### config.mk
export PLATFORM = sky130hd
export DESIGN_NAME = csa_pipe_flat
export DESIGN_NICKNAME = d
export VERILOG_FILES = /design/src/rtl/csa_pipe_if.sv /design/src/rtl/csa_pipe.sv /design/src/flat_wrapper.sv
export SDC_FILE = /design/constraint.sdc
export NUM_CORES = 1
export LEC_CHECK = 0
export ABC_AREA = 0
export BUFFER_PORTS_ARGS = -buffer_cell sky130_fd_sc_hd__buf_2
export CAP_MARGIN = 20
export CORE_MARGIN = 5
export CORE_UTILIZATION = 55
export DETAILED_ROUTE_END_ITERATION = 10
export PLACE_DENSITY = 0.79
export SYNTH_ARGS = -nofsm -noshare
export SYNTH_HDL_FRONTEND = slang
export SYNTH_SLANG_ARGS = --single-unit
### constraint.sdc
create_clock -name clk -period 6.6 [get_ports clk]
set_input_delay 0.66 -clock clk [delete_from_list [all_inputs] [get_ports clk]]
set_output_delay 0.66 -clock clk [all_outputs]
set_load 0.01 [all_outputs]
### src/rtl/csa_pipe_if.sv
// Handshake and operand/result bus for the two-stage carry-select adder.
// The master drives operands and accepts results; the slave is the adder.
interface csa_pipe_if #(
    parameter int WIDTH = 32
);
    logic             in_valid;
    logic             in_ready;
    logic [WIDTH-1:0] a;
    logic [WIDTH-1:0] b;
    logic             cin;
    logic             sub;
    logic             out_valid;
    logic             out_ready;
    logic [WIDTH-1:0] sum;
    logic             carry;
    logic             ovf;

    modport master (
        output in_valid, a, b, cin, sub, out_ready,
        input  in_ready, out_valid, sum, carry, ovf
    );

    modport slave (
        input  in_valid, a, b, cin, sub, out_ready,
        output in_ready, out_valid, sum, carry, ovf
    );
endinterface

### src/rtl/csa_pipe.sv
// Two-stage pipelined carry-select adder/subtractor with valid/ready handshake.
// Stage 1 forms per-block candidates, stage 2 resolves the block carry chain.
module csa_pipe #(
    parameter int WIDTH = 32,
    parameter int BLK   = 4
) (
    input  logic       clk,
    input  logic       rst_n,
    csa_pipe_if.slave  bus
);
    localparam int NB = WIDTH / BLK;

    // Handshake
    logic r_s1_valid;
    logic r_s2_valid;
    logic w_s2_load;
    logic w_in_fire;

    // Stage 1 candidates; block 0 only needs the c0 result
    logic [BLK-1:0] r_s1_sum0 [NB];
    logic           r_s1_c0   [NB];
    logic [BLK-1:0] r_s1_sum1 [1:NB-1];
    logic           r_s1_c1   [1:NB-1];
    logic           r_s1_a_msb;
    logic           r_s1_b_msb;

    logic [BLK-1:0] w_sum0 [NB];
    logic           w_c0   [NB];
    logic [BLK-1:0] w_sum1 [1:NB-1];
    logic           w_c1   [1:NB-1];

    logic [WIDTH-1:0] w_b_eff;
    logic             w_cin_eff;

    // Stage 2 / outputs
    logic [WIDTH-1:0] r_sum;
    logic             r_carry;
    logic             r_ovf;
    logic [WIDTH-1:0] w_sum_nxt;
    logic             w_carry_nxt;
    logic             w_ovf_nxt;

    // Stage 2 accepts when empty or draining this cycle; the out_ready ->
    // in_ready combinational path lets a full pipe stream at one beat/cycle.
    assign w_s2_load    = !r_s2_valid || bus.out_ready;
    assign bus.in_ready = !r_s1_valid || w_s2_load;
    assign w_in_fire    = bus.in_valid && bus.in_ready;

    assign w_b_eff   = bus.b ^ {WIDTH{bus.sub}};
    assign w_cin_eff = bus.sub | bus.cin;

    for (genvar k = 0; k < NB; k++) begin : g_blk
        logic [BLK:0] w_t0;
        if (k == 0) begin : g_first
            assign w_t0 = {1'b0, bus.a[BLK-1:0]} + {1'b0, w_b_eff[BLK-1:0]}
                        + {{BLK{1'b0}}, w_cin_eff};
        end else begin : g_rest
            logic [BLK:0] w_t1;
            assign w_t0 = {1'b0, bus.a[k*BLK +: BLK]} + {1'b0, w_b_eff[k*BLK +: BLK]};
            assign w_t1 = {1'b0, bus.a[k*BLK +: BLK]} + {1'b0, w_b_eff[k*BLK +: BLK]}
                        + {{BLK{1'b0}}, 1'b1};
            assign w_sum1[k] = w_t1[BLK-1:0];
            assign w_c1[k]   = w_t1[BLK];
        end
        assign w_sum0[k] = w_t0[BLK-1:0];
        assign w_c0[k]   = w_t0[BLK];
    end

    always_ff @(posedge clk or negedge rst_n) begin
        if (!rst_n) begin
            r_s1_valid <= 1'b0;
            r_s2_valid <= 1'b0;
        end else begin
            if (w_in_fire) begin
                r_s1_valid <= 1'b1;
            end else if (w_s2_load) begin
                r_s1_valid <= 1'b0;
            end
            if (w_s2_load) begin
                r_s2_valid <= r_s1_valid;
            end
        end
    end

    // NOTE: stage-1 candidates carry no reset; the valid bit alone qualifies
    // them, so leaving them unreset saves reset fan-out without exposing junk.
    always_ff @(posedge clk) begin
        if (w_in_fire) begin
            for (int k = 0; k < NB; k++) begin
                r_s1_sum0[k] <= w_sum0[k];
                r_s1_c0[k]   <= w_c0[k];
            end
            for (int k = 1; k < NB; k++) begin
                r_s1_sum1[k] <= w_sum1[k];
                r_s1_c1[k]   <= w_c1[k];
            end
            r_s1_a_msb <= bus.a[WIDTH-1];
            r_s1_b_msb <= w_b_eff[WIDTH-1];
        end
    end

    // Ripple the block carries upward, picking each block's candidate pair.
    always_comb begin
        logic v_cy;
        w_sum_nxt          = '0;
        w_sum_nxt[BLK-1:0] = r_s1_sum0[0];
        v_cy               = r_s1_c0[0];
        for (int k = 1; k < NB; k++) begin
            w_sum_nxt[k*BLK +: BLK] = v_cy ? r_s1_sum1[k] : r_s1_sum0[k];
            v_cy                    = v_cy ? r_s1_c1[k]   : r_s1_c0[k];
        end
        w_carry_nxt = v_cy;
        w_ovf_nxt   = (r_s1_a_msb == r_s1_b_msb) && (w_sum_nxt[WIDTH-1] != r_s1_a_msb);
    end

    always_ff @(posedge clk or negedge rst_n) begin
        if (!rst_n) begin
            r_sum   <= '0;
            r_carry <= 1'b0;
            r_ovf   <= 1'b0;
        end else if (w_s2_load && r_s1_valid) begin
            r_sum   <= w_sum_nxt;
            r_carry <= w_carry_nxt;
            r_ovf   <= w_ovf_nxt;
        end
    end

    assign bus.out_valid = r_s2_valid;
    assign bus.sum       = r_sum;
    assign bus.carry     = r_carry;
    assign bus.ovf       = r_ovf;
endmodule

### src/flat_wrapper.sv
// flat-port wrapper written by rule: the top's interface ports become plain ports
module csa_pipe_flat 
#(
    parameter int WIDTH = 32,
    parameter int BLK   = 4
)
  (clk, rst_n, bus_in_valid, bus_a, bus_b, bus_cin, bus_sub, bus_out_ready, bus_in_ready, bus_out_valid, bus_sum, bus_carry, bus_ovf);
  csa_pipe_if #(.WIDTH(WIDTH)) bus_i ();
  input  logic clk;
  input  logic rst_n;
  input wire logic [$bits(bus_i.in_valid)-1:0] bus_in_valid;
  input wire logic [$bits(bus_i.a)-1:0] bus_a;
  input wire logic [$bits(bus_i.b)-1:0] bus_b;
  input wire logic [$bits(bus_i.cin)-1:0] bus_cin;
  input wire logic [$bits(bus_i.sub)-1:0] bus_sub;
  input wire logic [$bits(bus_i.out_ready)-1:0] bus_out_ready;
  output wire logic [$bits(bus_i.in_ready)-1:0] bus_in_ready;
  output wire logic [$bits(bus_i.out_valid)-1:0] bus_out_valid;
  output wire logic [$bits(bus_i.sum)-1:0] bus_sum;
  output wire logic [$bits(bus_i.carry)-1:0] bus_carry;
  output wire logic [$bits(bus_i.ovf)-1:0] bus_ovf;
  assign bus_i.in_valid = bus_in_valid;
  assign bus_i.a = bus_a;
  assign bus_i.b = bus_b;
  assign bus_i.cin = bus_cin;
  assign bus_i.sub = bus_sub;
  assign bus_i.out_ready = bus_out_ready;
  assign bus_in_ready = bus_i.in_ready;
  assign bus_out_valid = bus_i.out_valid;
  assign bus_sum = bus_i.sum;
  assign bus_carry = bus_i.carry;
  assign bus_ovf = bus_i.ovf;
  csa_pipe #(.WIDTH(WIDTH), .BLK(BLK)) u_core (.clk(clk), .rst_n(rst_n), .bus(bus_i));
endmodule
==> flow_summary.ini, run 1 <==
[power_and_ir_drop]
p_sw_frac = 0.271
powerDensity_nw_per_um2 = 339
p_comb_frac = 0.232
pwr-share-clk = 0.355
p_switching_mw = 0.655
ir_worst_vdd_mv = 0.138
leakagePower_nw = 3.27
p_int_mw = 1.76
power.total_mw = 2.42
p_seq_frac = 0.413

[logic_synthesis]
synth-edff-count = 77
synth_cells = 465
yosysWarnings = 0
ys_top_cells_by_count = 77 x edfxtp_1, 42 x xor2_1, 39 x ha_1
syn_nets = 583
yosysSeqAreaShare = 0.542
synth.most_common_cell = edfxtp_1
synth_top_cells_by_area = edfxtp_1 39%, dfrtp_1 15%, ha_1 8.2%
synth_seq_cells = 113
yosysTopAreaCell = edfxtp_1
synthFlopType = edfxtp_1
async_flop_share = 0.319
syn_area_per_cell_um2 = 12.7
synth.top_cell.area_share = 0.390
netlist_area_um2 = 5930
ys_types = 41

[grt]
overflow = 0
grt_usage = 0.178
grt_max_degree = 78
grt_pass1_vias = 3943
grt_pass1_wl_um = 18100
antenna_found_initial = 1

[cells_and_area]
fin_area_um2 = 7140
final_nets = 694
diodes = 0
fin_util = 0.668
area_growth_pct = 20.5
layout-drive-gt1-share = 0.257
final_cells = 728
fillerInstances = 813

[sta]
setup_violations = 0
relSlewSlack = 0.342
finalWorstSetupSlack_ns = 3.97
fin_setup_tns_ns = 0
maxSlewViolCount = 0
skew_ns = 0.00605
fin_crit_ns = 2.63
whs_ns = 0.249
fin_crit_sh = 0.399
rsz0062_at_grt = no
fmax_mhz = 380
hold_viol = 0
worstMarginPinSlew_ns = 0.988

[setup_path]
cp_max_fo = 33
max_stage_delay_ns = 0.71
crit_path_frequent_cell = xnor2_1
cp_data_arrival_time_ns = 2.89
worst_path_dominant_cell_family = buffers and inverters
cp_cell_sequence = buf_2 > xor2_1 > ha_1 > inv_1 > fa_1 > xnor2_1 > nand3_1 > xnor2_1
slowest_stage = buf_2
cp-end-kind = flop
worstPathRequired_ns = 6.85
start_kind = primary input
worst-path-buf-inv = 2
path_class = in -> reg

[place]
preCtsSetupSlack_ns = 3.41
place_area_um2 = 6560
placed_cells = 696
place.detailed.hpwl_um = 7820
port_buffers = 105
place.gp.congestion = 0.814

[route]
drtPass1Iterations = 4
vias = 3628
wl_per_cell_um = 14.5
post-route-drc-count = 0
antenna_left = 0
viasPerCell = 4.98
drtIter0Drc = 172
wirelength_um = 10500

[clock_network]
ctsResizeCount = 0
cts_buffers = 17
htree_levels = 4
cts_buffer_depth = 2
clk_pin_slew_ns = 0.05
cts_tree = done
cts_sinks = 113
clockRootBuffer = clkbuf_8
hold_buffers = 0
cts_post_setup_buffers_inserted = 0
clk_latency_ns = 0.51

[floorplanning]
start_util = 0.554
dieArea_um2 = 13000
dieHeight_um = 114
chipWidth_um = 114
ioPinCount = 106
core_area_um2 = 10700
fp-row-count = 38

[run]
maxCapViolCount = 0

[hold_path]
hp-class = in -> async

[run_status]
outcome = completed
==> registers in the layout (all words and copies together), names as in the netlist, 7 cells and up <==
| name | count |
|---|---|
| u_core.bus.sum | 32 |
| u_core.r_s1_sum0 | 32 |
| u_core.r_s1_sum1 | 28 |
| u_core.r_s1_c0 | 8 |
| u_core.r_s1_c1 | 7 |
==> path summary, 6_finish.rpt <==
kind / startpoint / to / slack [ns] / depth (start not counted)
hold / removal: rst_n / u_core.bus.sum[15]$_DFFE_PN0P_ / 0.25 / 1
hold reg to reg: u_core.bus.sum[21]$_DFFE_PN0P_ / u_core.bus.sum[21]$_DFFE_PN0P_ / 0.47 / 2
max in group asynchronous: rst_n / u_core.bus.sum[31]$_DFFE_PN0P_ / 5.83 / 1
setup reg to reg: u_core.r_s1_c0[0][0]$_DFFE_PP_ / u_core.bus.sum[18]$_DFFE_PN0P_ / 4.22 / 5
min in group clk: bus_a[31] / u_core.r_s1_a_msb$_DFFE_PP_ / 0.35 / 1
setup / recovery: bus_sub / u_core.r_s1_c1[5]$_DFFE_PP_ / 3.97 / 8
==> cells in the final DEF, fill, tap and decap left out, types with 2 or more instances in the layout <==
cell type	count
clkbuf_8	5
a21oi_1	9
xnor2_1	27
ha_1	39
dfrtp_1	36
or2_4	2
clkbuf_16	16
mux2_2	4
nand3_1	18
a21o_1	13
clkinv_2	3
nand2b_1	9
o21ai_1	9
xor2_1	42
edfxtp_1	77
bufinv_16	2
fa_1	9
o21ai_0	26
nor2_1	5
inv_1	31
nand2_1	34
clkbuf_1	4
nor2b_1	8
mux2i_1	31
nand3b_1	3
buf_2	105
==> logic make-up (layout without fill, tap and decap cells) <==
| family | count (synthesis) | count (layout) | share of synthesized area |
|---|---|---|---|
| XOR/XNOR | 69 | 69 | 0.102 |
| adder cells (fa/ha/maj) | 48 | 48 | 0.113 |
| buffers and inverters | 45 | 168 | 0.0317 |
| flip-flops | 113 | 113 | 0.542 |
| AND/OR/NAND/NOR | 88 | 88 | 0.0752 |
| multiplexers | 37 | 37 | 0.0663 |
| AO/OA/AOI/OAI | 65 | 65 | 0.0701 |
==> worst register-to-register path: stages (launching register included) <==
cell and delay, ns:
edfxtp_1 0.53, mux2_4 0.43, mux2i_4 0.32, mux2i_1 0.62, mux2i_1 0.26, o21ai_0 0.09
==> power groups by stage <==
stage | combinational (mW) | clock, mW | sequential (mW)
finish | 0.561 | 0.858 | 1.00
global route | 0.634 | 0.909 | 1.02
CTS | 0.570 | 0.873 | 1.00
detailed placement | 0.566 | 0 | 1.01
global placement | 0.541 | 0 | 1.01
floorplan | 0.368 | 0 | 1.03
==> per-layer routing <==
metal	share of wire	vias up	track usage
met5	0.00067	-	0
met4	0.022	2	0.0879
met3	0.047	20	0.0456
met2	0.54	74	0.312
met1	0.39	1688	0.201
li1	-	1844	-
==> layout make-up <==
type / instances / area, um^2 / share of cell area
clock buffer: 25 / 484 / 0.0678
clock inverter: 6 / 78.8 / 0.0110
multi-input combinational: 307 / 2530 / 0.354
timing repair buffer: 106 / 546 / 0.0764
inverter: 31 / 116 / 0.0163
sequential: 113 / 3210 / 0.450
tap: 140 / 175 / 0.0245
No activity file was read; power rests on OpenSTA's default activity.
==> run 2: changes to the inputs <==
--- a/config.mk
+++ b/config.mk
@@ -9,9 +9,9 @@
 export BUFFER_PORTS_ARGS = -buffer_cell sky130_fd_sc_hd__buf_2
 export CAP_MARGIN = 20
 export CORE_MARGIN = 5
-export CORE_UTILIZATION = 55
+export CORE_UTILIZATION = 51
 export DETAILED_ROUTE_END_ITERATION = 10
-export PLACE_DENSITY = 0.79
+export PLACE_DENSITY = 0.77
 export SYNTH_ARGS = -nofsm -noshare
 export SYNTH_HDL_FRONTEND = slang
 export SYNTH_SLANG_ARGS = --single-unit
==> constraint.sdc (replaced) <==
create_clock -name clk -period 2.2 [get_ports clk]
set_input_delay 0.22 -clock clk [delete_from_list [all_inputs] [get_ports clk]]
set_output_delay 0.22 -clock clk [all_outputs]
set_load 0.01 [all_outputs]
==> run 2 against run 1 <==
  * Setup slack worse by 3.9 ns
  * Power grew to 3.1 times the previous value
  * Utilization is 2.2 points lower
  * Clock power grew to 3.3 times the previous value
  * First-iteration DRC count is 15% lower
  * Combinational power grew to 3.2 times the previous value
  * Final cell count is 3.3% higher
  * Via count is 4.3% higher
  * Sequential power grew to 3.0 times the previous value
  * Largest cell class unchanged
  * Highest routed layer unchanged
==> flow_summary.ini, run 2 (same netlist as run 1, synthesis figures left out) <==
[cells_and_area]
multiInputGateArea_um2 = 2540
fin_util = 0.646
final_nets = 713
regArea_um2 = 3210
layout_commonest_cell = buf_2
area_growth_pct = 24.5
layout-drive-gt1-share = 0.285
final_cell_mix = 105 x buf_2, 77 x edfxtp_1, 42 x xor2_1, 39 x ha_1, 36 x dfrtp_1
fillerInstances = 882

[route]
wirelength_um = 11400
vias = 3785
drtIter0Drc = 147
wl_per_cell_um = 15.1
post-route-drc-count = 0
drtPass1Iterations = 4
antenna_left = 0
viasPerCell = 5.03

[clock_network]
clk_latency_ns = 0.40
cts_post_setup_buffers_inserted = 0
cts_tree = done
cts_buffers = 17
clk_pin_slew_ns = 0.05
cts_buffer_depth = 2
cts_sinks = 113
htree_levels = 4
clockRootBuffer = clkbuf_16

[power_and_ir_drop]
power.total_mw = 7.61
ir_worst_vdd_mv = 0.587
leakagePower_nw = 3.40
powerDensity_nw_per_um2 = 1030

[hold_path]
hp-class = in -> reg

[setup_path]
cp_data_arrival_time_ns = 2.37
worstPathRequired_ns = 2.48
start_kind = flop
cp-end-kind = flop
path_class = reg -> reg
cp_max_fo = 5

[grt]
grt_pass1_wl_um = 19200
grt_pass1_vias = 4213
grt_max_degree = 38
overflow = 0
grt_usage = 0.172
antenna_found_initial = 2

[sta]
fin_crit_ns = 2.09
setup_violations = 0
finalWorstSetupSlack_ns = 0.108
skew_ns = 0.00526
hold_viol = 0
fmax_mhz = 478
relSlewSlack = 0.445
maxSlewViolCount = 0
fin_setup_tns_ns = 0
worstMarginPinSlew_ns = 0.832
rsz0062_at_grt = yes
fin_crit_sh = 0.951

[run_status]
outcome = completed

[floorplanning]
ioPinCount = 106
core_area_um2 = 11400
chipWidth_um = 118
fp-row-count = 39
dieHeight_um = 118
start_util = 0.519
dieArea_um2 = 13900

[run]
maxCapViolCount = 0

[place]
place.gp.congestion = 0.842
place.detailed.hpwl_um = 8660
preCtsSetupSlack_ns = -0.0480
port_buffers = 105
[run 2: cell types whose count changed in the layout (fill, tap and decap cells not counted), sizes merged]
cell and change:
clkinv +3, clkinvlp +1, dlygate4sd3 +1, diode +1, bufinv +2, clkbuf -5, buf +18
[run 2: area by class of cell]
cell class | count | share of cell area
inverter | 31 | 0.0158
multi-input combinational | 307 | 0.344
tap | 143 | 0.0243
clock inverter | 12 | 0.0222
clock buffer | 20 | 0.0605
antenna | 1 | 0.000339
sequential | 113 | 0.436
timing repair buffer | 125 | 0.0970
[run 2: per-stage QoR]
stage | hold WS, ns | cell area (um^2) | std cells
after floorplan | -0.0756 | 5940 | 465
after global placement | 0.357 | 6750 | 718
after detailed placement | 0.362 | 6750 | 718
after CTS | 0.00516 | 7370 | 751
after global routing | 0.00823 | 7380 | 752
final | 0.0184 | 7380 | 752
[run 2: worst max-delay path, stage by stage, from the launching register on]
cell and delay, ns:
edfxtp_1 0.49, nor2b_1 0.18, o211a_2 0.28, nor2_2 0.17, a22oi_2 0.11, a311oi_4 0.37
mux2i_1 0.28, o21ai_1 0.08
[run 2: layer usage]
| metal | wire [um] | track usage | part of all wire |
|---|---|---|---|
| met5 | 16 | 0 | 0.0014 |
| met1 | 4320 | 0.184 | 0.38 |
| met4 | 216 | 0.0602 | 0.019 |
| met3 | 571 | 0.0548 | 0.050 |
| met2 | 6230 | 0.316 | 0.55 |
[run 2: power breakdown]
group	total [mW]	switching (mW)	leakage [nW]	internal, mW
clock network	2.79	0.882	0.299	1.91
registers	3.01	0.191	1.18	2.82
logic	1.81	0.965	1.92	0.849
[run 2: worst paths after layout]
path	startpoint	end	slack [ns]	cells after the start
worst max-delay path	u_core.r_s1_c1[2]$_DFFE_PP_	u_core.bus.sum[29]$_DFFE_PN0P_	0.11	7
worst min-delay path	bus_a[31]	u_core.r_s1_a_msb$_DFFE_PP_	0.02	1
worst max register to register	u_core.r_s1_c1[2]$_DFFE_PP_	u_core.bus.sum[29]$_DFFE_PN0P_	0.11	7
worst min register to register	u_core.bus.sum[27]$_DFFE_PN0P_	u_core.bus.sum[27]$_DFFE_PN0P_	0.47	2
max in group asynchronous	rst_n	u_core.bus.sum[25]$_DFFE_PN0P_	1.21	2
min in group asynchronous	rst_n	u_core.bus.sum[14]$_DFFE_PN0P_	0.47	2
[run 2: what timing repair did]
action,CTS,global route
resized for setup,0,1
endpoints found under the setup margin,0,8
hold buffers,1,0
endpoints found under the hold margin,36,0
==> run 3: changes to the inputs <==
--- a/config.mk
+++ b/config.mk
@@ -9,9 +9,9 @@
 export BUFFER_PORTS_ARGS = -buffer_cell sky130_fd_sc_hd__buf_2
 export CAP_MARGIN = 20
 export CORE_MARGIN = 5
-export CORE_UTILIZATION = 51
+export CORE_UTILIZATION = 55
 export DETAILED_ROUTE_END_ITERATION = 10
-export PLACE_DENSITY = 0.77
+export PLACE_DENSITY = 0.79
 export SYNTH_ARGS = -nofsm -noshare
 export SYNTH_HDL_FRONTEND = slang
 export SYNTH_SLANG_ARGS = --single-unit
==> constraint.sdc (replaced) <==
create_clock -name clk -period 2.7 [get_ports clk]
set_input_delay 0.27 -clock clk [delete_from_list [all_inputs] [get_ports clk]]
set_output_delay 0.27 -clock clk [all_outputs]
set_load 0.01 [all_outputs]
==> run 3 against run 2 <==
  * Largest cell class unchanged
  * Largest power group unchanged
  * Critical path depth stayed put
  * Routed wire length is 5.4% lower
  * Cell area is 1.7% lower
  * Via count is 1.7% lower
  * Sequential cell count stayed put
  * Highest routed layer is now met4
  * Setup slack better by 0.25 ns
  * Utilization is 3.2 points higher
  * Global-route usage is 0.91 points higher
  * Worst hold slack better by 0.049 ns
==> flow_summary.ini, run 3 (same netlist as run 1, synthesis figures left out) <==
[floorplanning]
ioPinCount = 106
start_util = 0.554
dieArea_um2 = 13000
core_area_um2 = 10700
dieHeight_um = 114
fp-row-count = 38
chipWidth_um = 114

[power_and_ir_drop]
p_comb_frac = 0.230
pwr-share-clk = 0.367
p_seq_frac = 0.403
p_sw_frac = 0.271
p_int_mw = 4.43
ir_worst_vdd_mv = 0.427
leakagePower_nw = 3.32
powerDensity_nw_per_um2 = 838
p_switching_mw = 1.64

[setup_path]
cp_data_arrival_time_ns = 2.74
start_kind = flop
crit_path_end = u_core.bus.sum[25]$_DFFE_PN0P_
reg2reg_from = u_core.r_s1_c0[0][0]$_DFFE_PP_
critPathLaunch = u_core.r_s1_c0[0][0]$_DFFE_PP_
worstPathRequired_ns = 3.10
cp-end-kind = flop
r2r_slack_ns = 0.36
path_class = reg -> reg
cp_cell_sequence = mux2_4 > o211a_2 > or2_4 > o21ai_2 > and2_1 > mux2i_1 > o21ai_1
reg2reg_depth = 7
timing.rr.end = u_core.bus.sum[25]$_DFFE_PN0P_
cp_max_fo = 7
max_stage_delay_ns = 0.54
slowest_stage = edfxtp_1

[route]
drtIter0Drc = 105
drtPass1Iterations = 4
wirelength_um = 10800
antenna_left = 0
viasPerCell = 5.06
post-route-drc-count = 0
wl_per_cell_um = 14.6
vias = 3722

[clock_network]
ctsResizeCount = 0
cts_buffer_depth = 2
clk_latency_ns = 0.52
hold_buffers = 3
cts_buffers = 17
clk_pin_slew_ns = 0.05
cts_tree = done
cts_post_setup_buffers_inserted = 0
cts_sinks = 113
htree_levels = 4
clockRootBuffer = clkbuf_8

[grt]
grt_pass1_vias = 3973
grt_usage = 0.181
antenna_found_initial = 0
grt_max_degree = 41
overflow = 0
grt_pass1_wl_um = 18300

[sta]
fin_setup_tns_ns = 0
fin_crit_ns = 2.34
hold_viol = 0
relSlewSlack = 0.458
skew_ns = 0.00687
setup_violations = 0
fmax_mhz = 428
maxSlewViolCount = 0
rsz0062_at_grt = no
fin_crit_sh = 0.866
whs_ns = 0.0678
worstMarginPinSlew_ns = 0.813

[run_status]
outcome = completed

[hold_path]
hp-class = in -> reg
min_from = bus_out_ready

[place]
place.gp.congestion = 0.831
port_buffers = 105
place.detailed.hpwl_um = 7820

[cells_and_area]
final_cell_mix = 105 x buf_2, 77 x edfxtp_1, 42 x xor2_1, 39 x ha_1, 36 x dfrtp_1
final_nets = 701
fillerInstances = 784
diodes = 0
layout_commonest_cell = buf_2
area_growth_pct = 22.4
layout-drive-gt1-share = 0.265

[run]
maxCapViolCount = 0
## run 3: cell type report
type / instances / area, um^2 / share of cell area
Timing Repair Buffer: 113 / 618 / 0.0852
Tap cell: 140 / 175 / 0.0242
Multi-Input combinational cell: 307 / 2530 / 0.349
Clock inverter: 12 / 164 / 0.0226
Inverter: 31 / 116 / 0.0160
Sequential cell: 113 / 3210 / 0.443
Clock buffer: 20 / 435 / 0.0600
## run 3: worst max-delay path, delay by kind of cell, from the launching register on
kind / cells / cell delay, ns
compound gates: 3 / 0.41
flops: 1 / 0.54
mux: 2 / 0.65
simple gates: 2 / 0.60
## run 3: how the worst min path moves through the flow
stage / to / cells past startpoint
floorplan: u_core.bus.carry$_DFFE_PN0P_ / 0
global placement: u_core.bus.sum[13]$_DFFE_PN0P_ / 1
detailed placement: u_core.bus.sum[13]$_DFFE_PN0P_ / 1
CTS: u_core.bus.out_valid$_DFFE_PN0P_ / 3
global route: u_core.bus.out_valid$_DFFE_PN0P_ / 3
finish: u_core.bus.out_valid$_DFFE_PN0P_ / 3
## run 3: per-layer routing
layer / track usage / up-vias / wire, um
met3: 0.0483 / 21 / 488
met2: 0.320 / 79 / 5730
met4: 0.0792 / 0 / 199
met5: 0 / - / 0
met1: 0.205 / 1763 / 4330
li1: - / 1859 / -
## run 3: metrics by stage
| stage | total power [mW] | worst slack (ns) | instance area [um^2] | utilization | instances |
|---|---|---|---|---|---|
| 3_5_place_dp | 3.87 | 0.296 | 6620 | 0.619 | 701 |
| 3_3_place_gp | 3.81 | 0.422 | 6620 | 0.619 | 701 |
| 2_1_floorplan | 3.42 | 0.164 | 5930 | - | 465 |
| 4_1_cts | 6.15 | 0.364 | 7250 | 0.678 | 736 |
| 6_report | 6.08 | 0.363 | 7250 | 0.678 | 736 |
| 5_1_grt | 6.42 | 0.224 | 7250 | 0.678 | 736 |
## run 3: power by group through the flow
stage          Sequential [mW]  Combinational, mW  Clock [mW]
3_3_place_gp              2.46               1.34           0
5_1_grt                   2.49               1.57        2.36
4_1_cts                   2.45               1.42        2.27
3_5_place_dp              2.48               1.39           0
2_1_floorplan             2.52              0.901           0
6_report                  2.45               1.40        2.23
